$ cat src/rtl/bcd_seq_converter_if.sv
// Start/result handshake between a binary result producer and the BCD converter.
// The producer drives start/binary_in; the converter returns status and packed BCD.
interface bcd_seq_converter_if #(
   parameter int WIDTH  = 32,
   parameter int DIGITS = 10
);
   logic                  start;
   logic [WIDTH-1:0]      binary_in;
   logic                  ready;
   logic                  busy;
   logic                  done;
   logic [DIGITS*4-1:0]   bcd_out;
   logic [3:0]            bcd_ones;

   modport master (
      output start,
      output binary_in,
      input  ready,
      input  busy,
      input  done,
      input  bcd_out,
      input  bcd_ones
   );

   modport slave (
      input  start,
      input  binary_in,
      output ready,
      output busy,
      output done,
      output bcd_out,
      output bcd_ones
   );
endinterface

$ cat src/rtl/bcd_seq_converter.sv
// Sequential double-dabble binary-to-BCD converter: one shift per clock, WIDTH clocks
// per conversion, result held in bcd_out until the next conversion completes.
module bcd_seq_converter #(
   parameter int WIDTH  = 32,
   parameter int DIGITS = 10
) (
   input  logic              clk,
   input  logic              rst_n,
   bcd_seq_converter_if.slave bus
);
   localparam int              SW   = DIGITS * 4;
   localparam int              CW   = $clog2(WIDTH);
   localparam logic [CW-1:0]   LAST = CW'(WIDTH - 1);

   typedef enum logic [1:0] {
      ST_IDLE  = 2'd0,
      ST_SHIFT = 2'd1,
      ST_DONE  = 2'd2
   } state_t;

   state_t            state_q;
   logic [WIDTH-1:0]  shift_q;
   logic [WIDTH-1:0]  shift_d;
   logic [SW-1:0]     scratch_q;
   logic [SW-1:0]     scratch_d;
   logic [SW-1:0]     scratch_adj;
   logic [CW-1:0]     cnt_q;
   logic [SW-1:0]     bcd_q;
   logic              done_q;
   logic              busy_q;
   logic              ready_q;

   function automatic logic [SW-1:0] adjust_digits(input logic [SW-1:0] s);
      logic [SW-1:0] r;
      r = s;
      for (int i = 0; i < DIGITS; i++) begin
         if (s[i*4 +: 4] >= 4'd5) begin
            r[i*4 +: 4] = s[i*4 +: 4] + 4'd3;
         end else begin
            r[i*4 +: 4] = s[i*4 +: 4];
         end
      end
      return r;
   endfunction

   // Add-3 correction followed by a one-bit left shift of {scratch, shift}.
   always_comb begin
      scratch_adj = adjust_digits(scratch_q);
      scratch_d   = SW'({scratch_adj, shift_q[WIDTH-1]});
      shift_d     = {shift_q[WIDTH-2:0], 1'b0};
   end

   // Control FSM with registered status outputs and the held result.
   always_ff @(posedge clk or negedge rst_n) begin
      if (!rst_n) begin
         state_q   <= ST_IDLE;
         shift_q   <= '0;
         scratch_q <= '0;
         cnt_q     <= '0;
         bcd_q     <= '0;
         done_q    <= 1'b0;
         busy_q    <= 1'b0;
         ready_q   <= 1'b1;
      end else begin
         case (state_q)
            ST_IDLE, ST_DONE: begin
               done_q <= 1'b0;
               if (bus.start) begin
                  state_q   <= ST_SHIFT;
                  shift_q   <= bus.binary_in;
                  scratch_q <= '0;
                  cnt_q     <= '0;
                  busy_q    <= 1'b1;
                  ready_q   <= 1'b0;
               end else begin
                  state_q   <= ST_IDLE;
                  busy_q    <= 1'b0;
                  ready_q   <= 1'b1;
               end
            end
            ST_SHIFT: begin
               shift_q   <= shift_d;
               scratch_q <= scratch_d;
               if (cnt_q == LAST) begin
                  // Counter parks at LAST; it is cleared again on the next accept.
                  bcd_q   <= scratch_d;
                  state_q <= ST_DONE;
                  done_q  <= 1'b1;
                  busy_q  <= 1'b0;
                  ready_q <= 1'b1;
               end else begin
                  cnt_q   <= cnt_q + CW'(1);
               end
            end
            default: begin
               state_q <= ST_IDLE;
               done_q  <= 1'b0;
               busy_q  <= 1'b0;
               ready_q <= 1'b1;
            end
         endcase
      end
   end

   assign bus.ready    = ready_q;
   assign bus.busy     = busy_q;
   assign bus.done     = done_q;
   assign bus.bcd_out  = bcd_q;
   assign bus.bcd_ones = bcd_q[3:0];

endmodule

$ cat src/flat_wrapper.sv
// flat-port wrapper written by rule: the top's interface ports become plain ports
module bcd_seq_converter_flat 
#(
   parameter int WIDTH  = 32,
   parameter int DIGITS = 10
)
  (clk, rst_n, bus_start, bus_binary_in, bus_ready, bus_busy, bus_done, bus_bcd_out, bus_bcd_ones);
  bcd_seq_converter_if #(.WIDTH(WIDTH), .DIGITS(DIGITS)) bus_i ();
  input  logic clk;
  input  logic rst_n;
  input wire logic [$bits(bus_i.start)-1:0] bus_start;
  input wire logic [$bits(bus_i.binary_in)-1:0] bus_binary_in;
  output wire logic [$bits(bus_i.ready)-1:0] bus_ready;
  output wire logic [$bits(bus_i.busy)-1:0] bus_busy;
  output wire logic [$bits(bus_i.done)-1:0] bus_done;
  output wire logic [$bits(bus_i.bcd_out)-1:0] bus_bcd_out;
  output wire logic [$bits(bus_i.bcd_ones)-1:0] bus_bcd_ones;
  assign bus_i.start = bus_start;
  assign bus_i.binary_in = bus_binary_in;
  assign bus_ready = bus_i.ready;
  assign bus_busy = bus_i.busy;
  assign bus_done = bus_i.done;
  assign bus_bcd_out = bus_i.bcd_out;
  assign bus_bcd_ones = bus_i.bcd_ones;
  bcd_seq_converter #(.WIDTH(WIDTH), .DIGITS(DIGITS)) u_core (.clk(clk), .rst_n(rst_n), .bus(bus_i));
endmodule
$ cat config.mk
export PLATFORM = sky130hd
export DESIGN_NAME = bcd_seq_converter_flat
export DESIGN_NICKNAME = d
export VERILOG_FILES = /design/src/rtl/bcd_seq_converter_if.sv /design/src/rtl/bcd_seq_converter.sv /design/src/flat_wrapper.sv
export SDC_FILE = /design/constraint.sdc
export NUM_CORES = 1
export LEC_CHECK = 0
export ABC_AREA = 0
export BUFFER_PORTS_ARGS = -buffer_cell sky130_fd_sc_hd__buf_2
export CAP_MARGIN = 10
export CORE_MARGIN = 5
export CORE_UTILIZATION = 45
export CTS_BUF_LIST = sky130_fd_sc_hd__clkbuf_16
export DETAILED_ROUTE_END_ITERATION = 8
export GPL_TIMING_DRIVEN = 0
export PLACE_DENSITY = 0.65
export SLEW_MARGIN = 10
export SYNTH_ARGS = -nofsm -noshare
export SYNTH_HDL_FRONTEND = slang
export SYNTH_SLANG_ARGS = --single-unit
$ cat constraint.sdc
create_clock -name clk -period 2.15 [get_ports clk]
set_input_delay 0.215 -clock clk [delete_from_list [all_inputs] [get_ports clk]]
set_output_delay 0.215 -clock clk [all_outputs]
set_load 0.01 [all_outputs]
# Word-level counts from Yosys, hierarchy flattened
# Cells that the tools add are included.
dict set report totals {
  regBits 122
}
dict set report op_classes {
  addsub 11
  order_cmp 10
  n_eq_ne 6
  mux 27
  n_reduce_logical 6
}
# op n
set op_table {}
lappend op_table {{one-hot mux 40 bit (2 select lines)} 1}
lappend op_table {{one-hot mux 32 bit (2 select lines)} 1}
lappend op_table {{>= comparator 4 x 3 -> 1 bit, second input constant} 10}
lappend op_table {{two-way mux 40 bit} 1}
lappend op_table {{adder 4 x 2 -> 4 bit, second input constant} 9}
lappend op_table {{two-way mux 4 bit} 9}
lappend op_table {{two-way mux 32 bit} 1}
lappend op_table {{two-way mux 5 bit} 2}
lappend op_table {{one-hot mux 5 bit (2 select lines)} 1}
lappend op_table {{two-way mux 1 bit} 6}
lappend op_table {{adder 5 x 1 -> 5 bit, second input constant} 1}
lappend op_table {{equality test 5 bit, second input constant} 1}
lappend op_table {{!= test 2 bit, second input constant} 2}
lappend op_table {{one-hot mux 1 bit (2 select lines)} 2}
lappend op_table {{one-hot mux 2 bit (2 select lines)} 1}
lappend op_table {{AND reduction 2 bit} 2}
lappend op_table {{adder 3 x 2 -> 3 bit, second input constant} 1}
lappend op_table {{two-way mux 3 bit} 1}
lappend op_table {{AND reduction 3 bit} 1}
lappend op_table {{equality test 2 x 1 -> 1 bit, second input constant} 1}
lappend op_table {{equality test 2 bit, second input constant} 1}
lappend op_table {{zero test 2 bit} 1}
lappend op_table {{two-way mux 2 bit} 1}
lappend op_table {{!= test 2 x 1 -> 1 bit, second input constant} 1}
lappend op_table {{2 further kinds} 2}

# Longest topological paths before layout
dict set report depth {
  word_depth 4
  mapped_depth 8
  mapped_depth_nobuf 7
}

# Worst setup path after synthesis
# OpenSTA, ideal clock, no wires.
dict set report synth_timing {
  path_kind {flip-flop to flip-flop}
  from {register u_core.cnt_q[0]}
  to {register u_core.cnt_q[3]}
  setup_ns 0.132
  t_arrival_ns 1.598
  t_required_ns 2.018
  path_slack_ns 0.420
  path_stages_with_launch 8
  period_less_slack_ns 1.730
  cell_sequence {dfrtp_1 -> ha_1 -> and3_1 -> ha_1 -> nor3b_2 -> nand4_1 -> xor2_1 -> nor2_1}
}
dict set report synth_between {
  elab_chain_cells 3
  elab_cells_between_ends 6
  classes_between {add/sub (1); eq/ne (2); mux (2); reduce/logical (1)}
}
# element line_no
set synth_rtl {}
lappend synth_rtl {{from (decl)} bcd_seq_converter.sv:27} ;# logic [CW-1:0] cnt_q;
lappend synth_rtl {{from (signal assigned)} bcd_seq_converter.sv:92} ;# cnt_q <= cnt_q + CW'(1);
lappend synth_rtl {{adder 5 x 1 -> 5 bit / equality test 5 bit (equally long branches)} {bcd_seq_converter.sv:92, bcd_seq_converter.sv:84}}
lappend synth_rtl {{two-way mux 5 bit / != test 2 bit (equally long branches)} --}
lappend synth_rtl {{one-hot mux 5 bit (2 select lines) / AND reduction 3 bit (equally long branches)} --}
# Parallel ways exist; a longest one is shown, timed or not. The select of a mux whose other input is x is not followed.
# A chain may end at the register's enable or synchronous reset.

# Worst setup path in the final report
# Same ends and word-level chain as after synthesis.

==> impl_results.md <==
* Post-CTS setup buffers at 0
* Final Net Count at 755
* CP top delay family: simple AND/OR/NAND/NOR gates
* Worst-Skew Late Latency at 410 ps
* Slew Limit Fails at 0
* Diodes inserted at 0
* Number of maximum-capacitance constraint violations at 0
* Synth async-reset ratio at 1.00
* Number of synthesis warnings at 0
* Count of vias placed by the detailed router at 4537
* EDFF count, synth at 0
* Maximum fanout count along the critical path at 7
* Post-synthesis instance total at 596
* Placed inst area at 6340 sq um
* Horizontal extent of the die at 122 um
* Depth of the critical timing path with buffers and inverters included at 7
* Data arrival time of the critical path at roughly 2200 ps
* Ports at 82
* GR Util All Layers at 0.182
* Hold Fails Final Rpt at 0
* Least-Margin Pin Slew at 635 ps
* Area share of the largest cell type after synthesis at 0.529
* DPL Wire Length at between 8000 and 9000 um
* Worst clock skew at 6.43 ps
* Final count of negative-setup-slack endpoints at 0
* Total wire length after detailed routing at approximately 13000 um
* Clock Root Buffer: clkbuf_16
* Post-route cell area at 6850 sq um
* Global-route wire length before repair at 21400 um
* Nets in the synthesized netlist at 653
* CTS resizes at 0
* Cell area after synthesis at 5680 sq um
* CTS sink count at 121
* Crit path buffers/inverters at 0
* Total gr overflow at 0
* Path depth of the worst reg2reg path at 7
* Library cell contributing the largest single delay on the critical path: dfrtp_1
* Total CTS buffers at 17
* Clock tree from TritonCTS: yes
* Vias in the first global route at 4619
* Area leader, netlist: dfrtp_1
* Critical Path Max Stage Delay at between 400 and 500 ps
* Initial core utilization at 0.454
* Final critical-path share of the clock period at 0.898
* CP Class: reg2reg
* Per-cell via count in the routed design at 5.15
* Count of TritonRoute iterations in the first routing pass at 5
* RSZ-0062 raised after global routing: no
* Yosys cell types at 33
* Remaining routing DRC violations at 0
* Seq cells post-synth at 121
* Core region area at approximately 13000 sq um
* H-tree level count at 4
* Clock transition at the register clock pins on the worst setup and hold paths after CTS at 50 ps
* Max transition margin at 0.577
* Critical path cell sequence: ha_1 > and3_1 > ha_1 > nor3b_2 > nand4_1 > xor2_1 > nor2_1
* Most used flip-flop cell after synthesis: dfrtp_1
* Layout-stage area growth over the synthesis result at 20.5%
* Antenna-violating nets left at 0
* Number of antenna violations at the first check in global routing at 2
* Proportion of layout cells with a drive suffix above 1 at 0.202
* Largest cells by area after synthesis: dfrtp_1 (53%), nand2_1 (8.5%), o21ai_0 (6.0%), ha_1 (4.8%), a31oi_1 (3.4%)
* Number of core rows at 41
* Achievable frequency at 518 MHz
* Synthesized area per cell at ~9.5 sq um
* Maximum vdd ir drop at about 650 uV
* Share of synthesized area occupied by flip-flops and latches at 0.533
* Placer congestion estimate at between 0.8 and 0.9
* Outcome: finished, final reports clean
* Type of the tightest min-delay check: in2reg
* Element type at the critical path start: flop
* Total leakage power at 3.35 nW
* Port Buf Inserts at between 80 and 90
* Post-detailed-route wirelength per cell at roughly 14 um
* TNS Setup at 0 ps
* Endpoint required time on the critical path at 2430 ps
* DRC violation total after the first TritonRoute iteration at 217
* Pin count of the biggest net entering global routing at 93
* Power per Cell Area at 1540 nW/um^2
* Maximum buffer depth of the clock tree at 2
* Die area at around 15000 sq um
* Min Clock Period, post-route at 1930 ps
* Kind of capture point of the worst setup path: flop
* Cell mode on critical path: ha_1
* Final Util at 0.547
* Hold-critical path depth at 2
* Die Ht at about 120 um
-- synth_stat cells, types with 2 or more instances --
library cell / n
xor2_1: 2
a31oi_1: 31
xnor2_1: 10
o21ai_0: 68
nand3_1: 11
mux2_2: 15
a21oi_1: 29
nand2_1: 128
nor2_1: 33
dfrtp_1: 120
buf_2: 15
ha_1: 22
o21ai_1: 2
buf_4: 5
nor3_1: 10
mux2i_1: 5
clkbuf_1: 14
nor3b_1: 19
nand2b_1: 13
a22o_1: 12
inv_1: 20
-- report_power, final --
part / total (W) / internal (W) / switching, W
clock network: 0.00243 / 0.00152 / 0.000911
registers: 0.00403 / 0.00328 / 0.000755
logic: 0.00411 / 0.00181 / 0.00231
-- per-stage QoR --
step                total power (W)  hold slack [ps]  cells  setup slack, ps
global placement            0.00795              444    849             -646
CTS                          0.0107             24.4    881              196
detailed placement          0.00820              109    850              220
floorplan                   0.00691            -80.6    596              420
global route                 0.0115             47.3    881              109
finish                       0.0106             47.3    881              219
-- kinds of logic (layout without fill, tap and decap cells) --
| family | count (synthesis) | after routing | synth area share |
|---|---|---|---|
| simple gates | 221 | 221 | 0.175 |
| fa+ha+maj | 22 | 22 | 0.0484 |
| compound gates | 143 | 143 | 0.141 |
| mux | 21 | 21 | 0.0405 |
| xor+xnor | 12 | 12 | 0.0185 |
| buf+inv | 56 | 169 | 0.0436 |
| flops | 121 | 121 | 0.533 |
-- timing repair --
action	CTS	global route
hold endpoints to repair	29	0
hold buffers	1	0
setup endpoints to repair	0	0
-- cell type report --
class,count,area (sq um)
buffer,35,169
clock buffer,17,425
clock inverter,13,77.6
fill,1188,5670
inverter,21,78.8
multi-input combinational,419,2400
sequential,121,3030
tap,172,215
timing repair buffer,83,449
-- per-layer routing --
metal	vias to the layer above	part of all wire	track usage
met1	2182	0.44	0.222
met4	4	0.014	0.0700
met5	-	0.0016	0
met2	93	0.49	0.303
li1	2236	-	-
met3	22	0.056	0.0581
-- cells in the final DEF (no fill, tap or decap), types with 2 or more instances in the layout --
master     synthesis  final
a21oi_1           29     29
a22o_1            12     12
a31oi_1           31     31
buf_2             15     95
buf_4              5      5
clkbuf_1          14     14
clkbuf_16          0     17
clkinv_1           0      3
clkinv_2           0      2
dfrtp_1          120    120
ha_1              22     22
inv_1             20     27
mux2_2            15     15
mux2i_1            5      5
nand2_1          128    128
nand2b_1          13     13
nand3_1           11     11
nor2_1            33     33
nor3_1            10     10
nor3b_1           19     19
o21ai_0           68     68
o21ai_1            2      2
xnor2_1           10     10
xor2_1             2      2
-- worst paths after layout --
kind,slack (ps),startpoint,end
worst max-delay path,220,u_core.cnt_q[0],u_core.cnt_q[3]
worst min-delay path,50,bus_binary_in[0],u_core.shift_q[0]
worst max register to register,220,u_core.cnt_q[0],u_core.cnt_q[3]
worst min register to register,470,u_core.bus.bcd_out[24],u_core.bus.bcd_out[24]
max in group asynchronous,1150,rst_n,u_core.bus.ready
min in group asynchronous,250,rst_n,u_core.bus.bcd_out[9]
-- flip-flops by register name, summed over array words and instances, names as in the netlist --
| register | cells |
|---|---|
| u_core.cnt_q | 5 |
| u_core.shift_q | 32 |
| u_core.scratch_q | 40 |
| u_core.bus.busy | 1 |
| u_core.bus.done | 1 |
| u_core.bus.bcd_out | 40 |
| u_core.state_q | 1 |
| u_core.bus.ready | 1 |
No activity file was read; power rests on OpenSTA's default activity.
